**src/rtl/sdram_bridge_pkg.sv**
```systemverilog
// sdram_bridge_pkg
//   Shared definitions for the SDRAM fill bridge: FSM state encoding,
//   burst length and buffer index width.
//   No ports (package).
package sdram_bridge_pkg;

  // Words per read burst; the bridge is built around a 4-word line fill.
  localparam int BURST_LEN_C = 4;
  localparam int IDX_W       = 2;

  typedef enum logic [2:0] {
    S_IDLE    = 3'd0,
    S_RISSUE  = 3'd1,
    S_COLLECT = 3'd2,
    S_REPLAY  = 3'd3,
    S_WISSUE  = 3'd4,
    S_WDONE   = 3'd5
  } state_t;

endpackage

```
**src/rtl/burst_buffer.sv**
```systemverilog
// burst_buffer
//   4 x 16-bit register file holding one read burst while it is collected
//   from the SDRAM controller, then replayed to the cache.
// Ports:
//   clk       in  clock (rising edge)
//   i_we      in  write enable
//   i_idx     in  write index
//   i_data    in  write data
//   i_rd_idx  in  read index (combinational read)
//   o_rd_data out read data
// Contents are not reset; they are always written before being read.
module burst_buffer
  import sdram_bridge_pkg::*;
(
  input  logic             clk,
  input  logic             i_we,
  input  logic [IDX_W-1:0] i_idx,
  input  logic [15:0]      i_data,
  input  logic [IDX_W-1:0] i_rd_idx,
  output logic [15:0]      o_rd_data
);

  logic [15:0] r_mem [BURST_LEN_C];

  always_ff @(posedge clk) begin
    if (i_we) begin
      r_mem[i_idx] <= i_data;
    end
  end

  assign o_rd_data = r_mem[i_rd_idx];

endmodule

```
**src/rtl/sdram_fill_bridge.sv**
```systemverilog
// sdram_fill_bridge
//   Bridges a cache miss/write port to an SDRAM controller. Reads fetch an
//   aligned 4-word burst (words may arrive with gaps), then replay it to the
//   cache on 4 consecutive cycles with cache_fill marking word 0. Writes are
//   single-word with byte enables and complete with a cache_wack strobe.
// Ports:
//   clk, reset        clock, synchronous active-low reset
//   cache_*           cache side: addr/req/rw/wdata/wbe in, fill/rdata/wack out
//   mem_*             controller side: req/rw/addr/wdata/wbe out, ack/rvalid/rdata in
//   busy              high whenever the FSM is not in IDLE
//   dbg_state         current FSM state, for observation only
// Handshake: mem_req is held with stable mem_addr/mem_rw/mem_wdata/mem_wbe
//   until mem_ack is sampled high; mem_req is low from the next cycle on.
//   The cache holds cache_req high until served (fill or wack).
// All outputs are registered.
module sdram_fill_bridge
  import sdram_bridge_pkg::*;
#(
  parameter int BURST_LEN = BURST_LEN_C,
  parameter int ADDR_W    = 32
) (
  input  logic              clk,
  input  logic              reset,
  input  logic [ADDR_W-1:0] cache_addr,
  input  logic              cache_req,
  input  logic              cache_rw,
  input  logic [15:0]       cache_wdata,
  input  logic [1:0]        cache_wbe,
  output logic              cache_fill,
  output logic [15:0]       cache_rdata,
  output logic              cache_wack,
  output logic              mem_req,
  output logic              mem_rw,
  output logic [ADDR_W-1:0] mem_addr,
  output logic [15:0]       mem_wdata,
  output logic [1:0]        mem_wbe,
  input  logic              mem_ack,
  input  logic              mem_rvalid,
  input  logic [15:0]       mem_rdata,
  output logic              busy,
  output logic [2:0]        dbg_state
);

  localparam logic [IDX_W-1:0] LAST_IDX = IDX_W'(BURST_LEN - 1);

  state_t              r_state;
  logic [IDX_W-1:0]    r_cnt;
  logic                r_need_low;
  logic                r_mem_req;
  logic                r_mem_rw;
  logic [ADDR_W-1:0]   r_mem_addr;
  logic [15:0]         r_mem_wdata;
  logic [1:0]          r_mem_wbe;
  logic                r_fill;
  logic                r_wack;
  logic [15:0]         r_rdata;
  logic                r_busy;

  logic                w_buf_we;
  logic [IDX_W-1:0]    w_rd_idx;
  logic [15:0]         w_rd_data;

  // Only COLLECT stores words; stray rvalids elsewhere are dropped.
  assign w_buf_we = reset && (r_state == S_COLLECT) && mem_rvalid;
  // Outside REPLAY index 0 is presented so word 0 is ready the moment the
  // last word lands, giving a 1-cycle fill latency.
  assign w_rd_idx = (r_state == S_REPLAY) ? r_cnt : '0;

  burst_buffer u_buf (
    .clk       (clk),
    .i_we      (w_buf_we),
    .i_idx     (r_cnt),
    .i_data    (mem_rdata),
    .i_rd_idx  (w_rd_idx),
    .o_rd_data (w_rd_data)
  );

  always_ff @(posedge clk) begin
    if (!reset) begin
      r_state     <= S_IDLE;
      r_cnt       <= '0;
      r_need_low  <= 1'b0;
      r_mem_req   <= 1'b0;
      r_mem_rw    <= 1'b1;
      r_mem_addr  <= '0;
      r_mem_wdata <= '0;
      r_mem_wbe   <= '0;
      r_fill      <= 1'b0;
      r_wack      <= 1'b0;
      r_rdata     <= '0;
      r_busy      <= 1'b0;
    end else begin
      r_fill <= 1'b0;
      r_wack <= 1'b0;
      case (r_state)
        S_IDLE: begin
          // After a fill the cache's request is still high for a cycle;
          // wait until it is seen low so the same miss is not re-issued.
          if (r_need_low) begin
            if (!cache_req) r_need_low <= 1'b0;
          end else if (cache_req) begin
            r_mem_addr  <= cache_rw ? {cache_addr[ADDR_W-1:3], 3'b000} : cache_addr;
            r_mem_wdata <= cache_wdata;
            r_mem_wbe   <= cache_wbe;
            r_mem_rw    <= cache_rw;
            r_mem_req   <= 1'b1;
            r_busy      <= 1'b1;
            r_state     <= cache_rw ? S_RISSUE : S_WISSUE;
          end
        end
        S_RISSUE: begin
          if (mem_ack) begin
            r_mem_req <= 1'b0;
            r_cnt     <= '0;
            r_state   <= S_COLLECT;
          end
        end
        S_COLLECT: begin
          if (mem_rvalid) begin
            if (r_cnt == LAST_IDX) begin
              // Last word: start the replay with word 0 right away.
              r_fill  <= 1'b1;
              r_rdata <= w_rd_data;
              r_cnt   <= IDX_W'(1);
              r_state <= S_REPLAY;
            end else begin
              r_cnt <= r_cnt + 1'b1;
            end
          end
        end
        S_REPLAY: begin
          r_rdata <= w_rd_data;
          if (r_cnt == LAST_IDX) begin
            r_cnt      <= '0;
            r_need_low <= 1'b1;
            r_busy     <= 1'b0;
            r_state    <= S_IDLE;
          end else begin
            r_cnt <= r_cnt + 1'b1;
          end
        end
        S_WISSUE: begin
          if (mem_ack) begin
            r_mem_req <= 1'b0;
            r_wack    <= 1'b1;
            r_state   <= S_WDONE;
          end
        end
        S_WDONE: begin
          if (!cache_req) begin
            r_busy  <= 1'b0;
            r_state <= S_IDLE;
          end
        end
        default: begin
          r_mem_req <= 1'b0;
          r_busy    <= 1'b0;
          r_state   <= S_IDLE;
        end
      endcase
    end
  end

  assign cache_fill  = r_fill;
  assign cache_rdata = r_rdata;
  assign cache_wack  = r_wack;
  assign mem_req     = r_mem_req;
  assign mem_rw      = r_mem_rw;
  assign mem_addr    = r_mem_addr;
  assign mem_wdata   = r_mem_wdata;
  assign mem_wbe     = r_mem_wbe;
  assign busy        = r_busy;
  assign dbg_state   = r_state;

endmodule

```
**config.mk**
```make
export PLATFORM = sky130hd
export DESIGN_NAME = sdram_fill_bridge
export DESIGN_NICKNAME = d
export VERILOG_FILES = /design/src/rtl/sdram_bridge_pkg.sv /design/src/rtl/burst_buffer.sv /design/src/rtl/sdram_fill_bridge.sv
export SDC_FILE = /design/constraint.sdc
export NUM_CORES = 1
export LEC_CHECK = 0
export BUFFER_PORTS_ARGS = -buffer_cell sky130_fd_sc_hd__buf_2
export CAP_MARGIN = 30
export CELL_PAD_IN_SITES_DETAIL_PLACEMENT = 0
export CELL_PAD_IN_SITES_GLOBAL_PLACEMENT = 1
export CORE_UTILIZATION = 43
export CTS_CLUSTER_SIZE = 10
export DETAILED_ROUTE_END_ITERATION = 8
export PLACE_DENSITY = 0.83
export SYNTH_ARGS = -nofsm -noshare
export SYNTH_HDL_FRONTEND = slang
export SYNTH_SLANG_ARGS = --single-unit
export TNS_END_PERCENT = 10
```
**constraint.sdc**
```tcl
create_clock -name clk -period 4 [get_ports clk]
set_input_delay 0.8 -clock clk [delete_from_list [all_inputs] [get_ports clk]]
set_output_delay 0.8 -clock clk [all_outputs]
set_load 0.01 [all_outputs]
```
==> run summary <==
The flow ran to the end, and the final reports show no timing, DRC or antenna violations. Routability-driven placement finished with a final weighted congestion of 0.736. On the worst path, the slowest cell contributes a delay of 0.68 ns. The die height was 113 um; the total count of hold-check failures in the final report was 0. The logs give 0.00554 ns for the final setup skew and 141 for the number of sinks driven by the clock tree.

The share of the synthesized area in the top cell type was 36.1%. In this run the static leakage power is 0.00283 uW. The number of failing setup endpoints in the final timing report came out at 0. The floorplan step set the die width to 113 um.

The global-route congestion overflow total came out at 0. In the post-route analysis, the smallest setup slack over all paths is 1.72 ns. The residual DRC count was 0. For the global routing usage summed across all routing layers, the log shows 18.8%. Yosys printed 0 warnings.

Setup repair after global routing left no endpoint under its margin. The sequential share of the synthesized area came out at 65.0%. The master cell of the clock root buffer is sky130_fd_sc_hd__clkbuf_16.

In the final layout, the share of cells above drive strength 1 is 28.8%. The count of instances resized after the clock tree is built was 0; the number of pins with negative max-slew slack in the final report was 0. Across the run, the number of max-cap violations was 0.

From synthesis to final layout, the design area changed by 27.0%. Share of the clock period used by the worst path: 56.9%. For this design the ratio of total power to cell area is 585 mW/mm2.

Setup total negative slack on the finished layout was measured at 0 ns. Dividing the detail-routed via count by the number of cells gives 5.05. Counting I/O delays and the setup requirement, the final critical path takes 2.28 ns. Counting flops with an async set or reset pin after synthesis yields a share of 0%. The largest vdd supply drop was 348 uV; the overall via count from detail_route was 4,024. Buffers placed on the I/O ports in this run total 145. By instance count, the leading cell after synthesis is sky130_fd_sc_hd__nand2_1. STA classifies the critical path startpoint as a flip-flop. Summing all multi-input logic gate instances after layout gives 0.00169 mm2. At the end of the flow, the number of nets in the layout was 694.

For the pin with the worst max-slew slack, the measured transition is 0.969 ns. Dividing the detail-routed wire length by the instance count gives 14.7 um. The number of setup buffers added after CTS is 0. The tools report the pre-CTS setup slack as 1.40 ns. The global-route wire length before repair is 18,500 um, and the antenna diode instance count is 0. The logs give 44.2% for the initial core utilization and 3,847 for the number of global-route vias before repair.

The synthesized design contains 64 enable-type register cells. At the worst endpoint, the required time is 4.04 ns. Counting both buffers and inverters, the worst setup path holds a total of 0. Length of the first detailed-routing pass in iterations: 4.

In this run the mean area of a mapped cell was 11.0 um2. The top cell type by total area after synthesis was sky130_fd_sc_hd__edfxtp_1. The number of buffers created by CTS came out at 17. TritonCTS built the clock tree. The logs give 2 for the maximum buffer depth of the clock tree and 40 for the row count. Static timing analysis puts the maximum clock frequency at 0.439 GHz.

Traced cell by cell, the critical path runs through and2b_1, and3_1, and2_1. The number of hold buffers added after CTS came out at 0. The cell with the largest stage delay on the worst path was sky130_fd_sc_hd__and2_1.

Leaving out filler cells and counting taps, the final layout contains 797. Counting instances in the post-synthesis netlist gives the leading cell types as sky130_fd_sc_hd__nand2_1 (104), sky130_fd_sc_hd__dfxtp_1 (77), sky130_fd_sc_hd__a21oi_1 (75). The worst setup path is captured at a flip-flop.

The logs give 0 for the number of antenna-violating nets in the routed design and 0.0128 mm2 for the floorplan die area. Synthesized netlist net count: 560. Entering global routing, the biggest net connects 58 pins. The detailed placement HPWL was 7590 um. The most used flip-flop cell after synthesis is sky130_fd_sc_hd__dfxtp_1. The DRC violation total after the first TritonRoute iteration was 187; the utilization after layout was 56.1%. Across the whole layout, storage elements account for 0.00346 mm2. The clock transition time at the flip-flop clock pins of the worst setup and hold paths is 0.06 ns, and the post-synthesis instance total is 483. The H-tree generated during clock tree synthesis spans 4 levels.

The final layout contains routed wiring with a total length of 11,700 um. For the worst-skew pair, the clock arrives at the later sink with an insertion delay of 0.41 ns. The path category of the worst min-delay check was flip-flop to flip-flop.

Largest delay contributor family on the critical path: simple AND/OR/NAND/NOR gates. The run gives 36 as the number of unique standard cell types used by synthesis. Along the worst path, the maximum fanout reaches 16.

The worst endpoint data arrival time was 2.31 ns. After synthesis, the cell types taking the most area are sky130_fd_sc_hd__edfxtp_1 (36%), sky130_fd_sc_hd__dfxtp_1 (29%), sky130_fd_sc_hd__nand2_1 (7.3%), sky130_fd_sc_hd__a21oi_1 (7.0%), sky130_fd_sc_hd__mux2i_1 (3.0%). In this run the tightest slew margin relative to its limit is 35.2%.

The count of filler cells inserted in the layout is 1,078, and the number of placed instances with taps included is 765. Pin placement for this block handled 146 I/O pins. In this run the cell area of the synthesized design comes to 0.00533 mm2. In this run, synthesis produced a sequential element count of 141.

The category of the most critical setup path was flip-flop to flip-flop. The run gives 0 as the initial antenna violation count. The standard cell core area was 0.0121 mm2.
worst reg2reg max path, delay by kind of cell (launching register included):
family        cells  cell delay [ns]
flops             1             0.67
simple gates      3             1.23
layout make-up:
cell class | count | area share (%)
timing repair buffer | 151 | 11.5
clock inverter | 10 | 2.51
sequential | 141 | 51.2
inverter | 5 | 0.277
multi-input combinational | 301 | 24.9
clock buffer | 21 | 6.51
tap | 168 | 3.10
per-layer routing:
metal	up-vias	global-route usage, %	share of wire [%]	wire length, um
met3	12	7.82	9.0	1050
met2	147	29.4	47	5560
met4	0	7.37	1.1	134
met1	1879	23.1	42	4960
met5	-	0	0	0
li1	1986	-	-	-
where the power goes:
part / total, uW / switching [uW] / leakage, uW / internal [uW]
clock network: 1650 / 554 / 0.000295 / 1090
logic: 593 / 365 / 0.00133 / 227
registers: 1720 / 95.7 / 0.00120 / 1620
total: 3960 / 1020 / 0.00283 / 2940
sequential cells by signal, indices dropped and copies added, names as in the netlist:
signal and cells:
mem_rw 1, mem_wdata 16, cache_rdata 16, cache_wack 1
dbg_state 3, cache_fill 1, mem_req 1, mem_addr 32
u_buf.r_mem 64, r_cnt 2, busy 1, mem_wbe 2
r_need_low 1
metrics by stage:
step           power [uW]  hold WS, ns  cell area (um2)
2_1_floorplan        2130        0.476             5330
3_3_place_gp         2330        0.436             6140
3_5_place_dp         2350        0.444             6140
4_1_cts              3990        0.452             6760
5_1_grt              4130        0.463             6770
6_report             3960        0.450             6770
cells in the final DEF, fill, tap and decap left out, types with 2 or more instances in the layout:
master                      Yosys  final
sky130_fd_sc_hd__o21a_1        16     16
sky130_fd_sc_hd__and2_1         5      5
sky130_fd_sc_hd__buf_2         17    145
sky130_fd_sc_hd__dfxtp_1       77     77
sky130_fd_sc_hd__nand3b_1       3      3
sky130_fd_sc_hd__nand2_1      104    103
sky130_fd_sc_hd__ha_1           5      5
sky130_fd_sc_hd__nor2_1        10      9
sky130_fd_sc_hd__a211oi_1       2      2
sky130_fd_sc_hd__clkbuf_16      0     17
sky130_fd_sc_hd__edfxtp_1      64     64
sky130_fd_sc_hd__and3_1         3      3
sky130_fd_sc_hd__bufinv_16      0      5
sky130_fd_sc_hd__nand3_1        2      2
sky130_fd_sc_hd__clkinv_1       0      4
sky130_fd_sc_hd__mux2i_1       16     16
sky130_fd_sc_hd__o221ai_1      18     18
sky130_fd_sc_hd__buf_4          2      5
sky130_fd_sc_hd__nand2b_1       2      2
sky130_fd_sc_hd__inv_1          5      4
sky130_fd_sc_hd__mux2_2         2      2
sky130_fd_sc_hd__o21ai_0       24     24
sky130_fd_sc_hd__a21oi_1       75     75
sky130_fd_sc_hd__clkbuf_1      15      4
cell families (layout without fill, tap and decap cells):
group | Yosys count | after routing | synth area share (%)
simple gates | 138 | 138 | 11.4
compound gates | 139 | 139 | 15.4
flops | 141 | 141 | 65.0
fa+ha+maj | 5 | 5 | 1.17
mux | 18 | 18 | 3.43
xor+xnor | 1 | 1 | 0.164
buf+inv | 41 | 187 | 3.43
final timing paths:
path           startpoint                end  cells after the start  slack (ns)
max          dbg_state[1]  u_buf.r_mem[0][5]                      3        1.72
min          mem_addr[17]       mem_addr[17]                      2        0.45
max reg2reg  dbg_state[1]  u_buf.r_mem[0][5]                      3        1.72
min reg2reg  mem_addr[17]       mem_addr[17]                      2        0.45
Power figures use the tool's default switching activity.
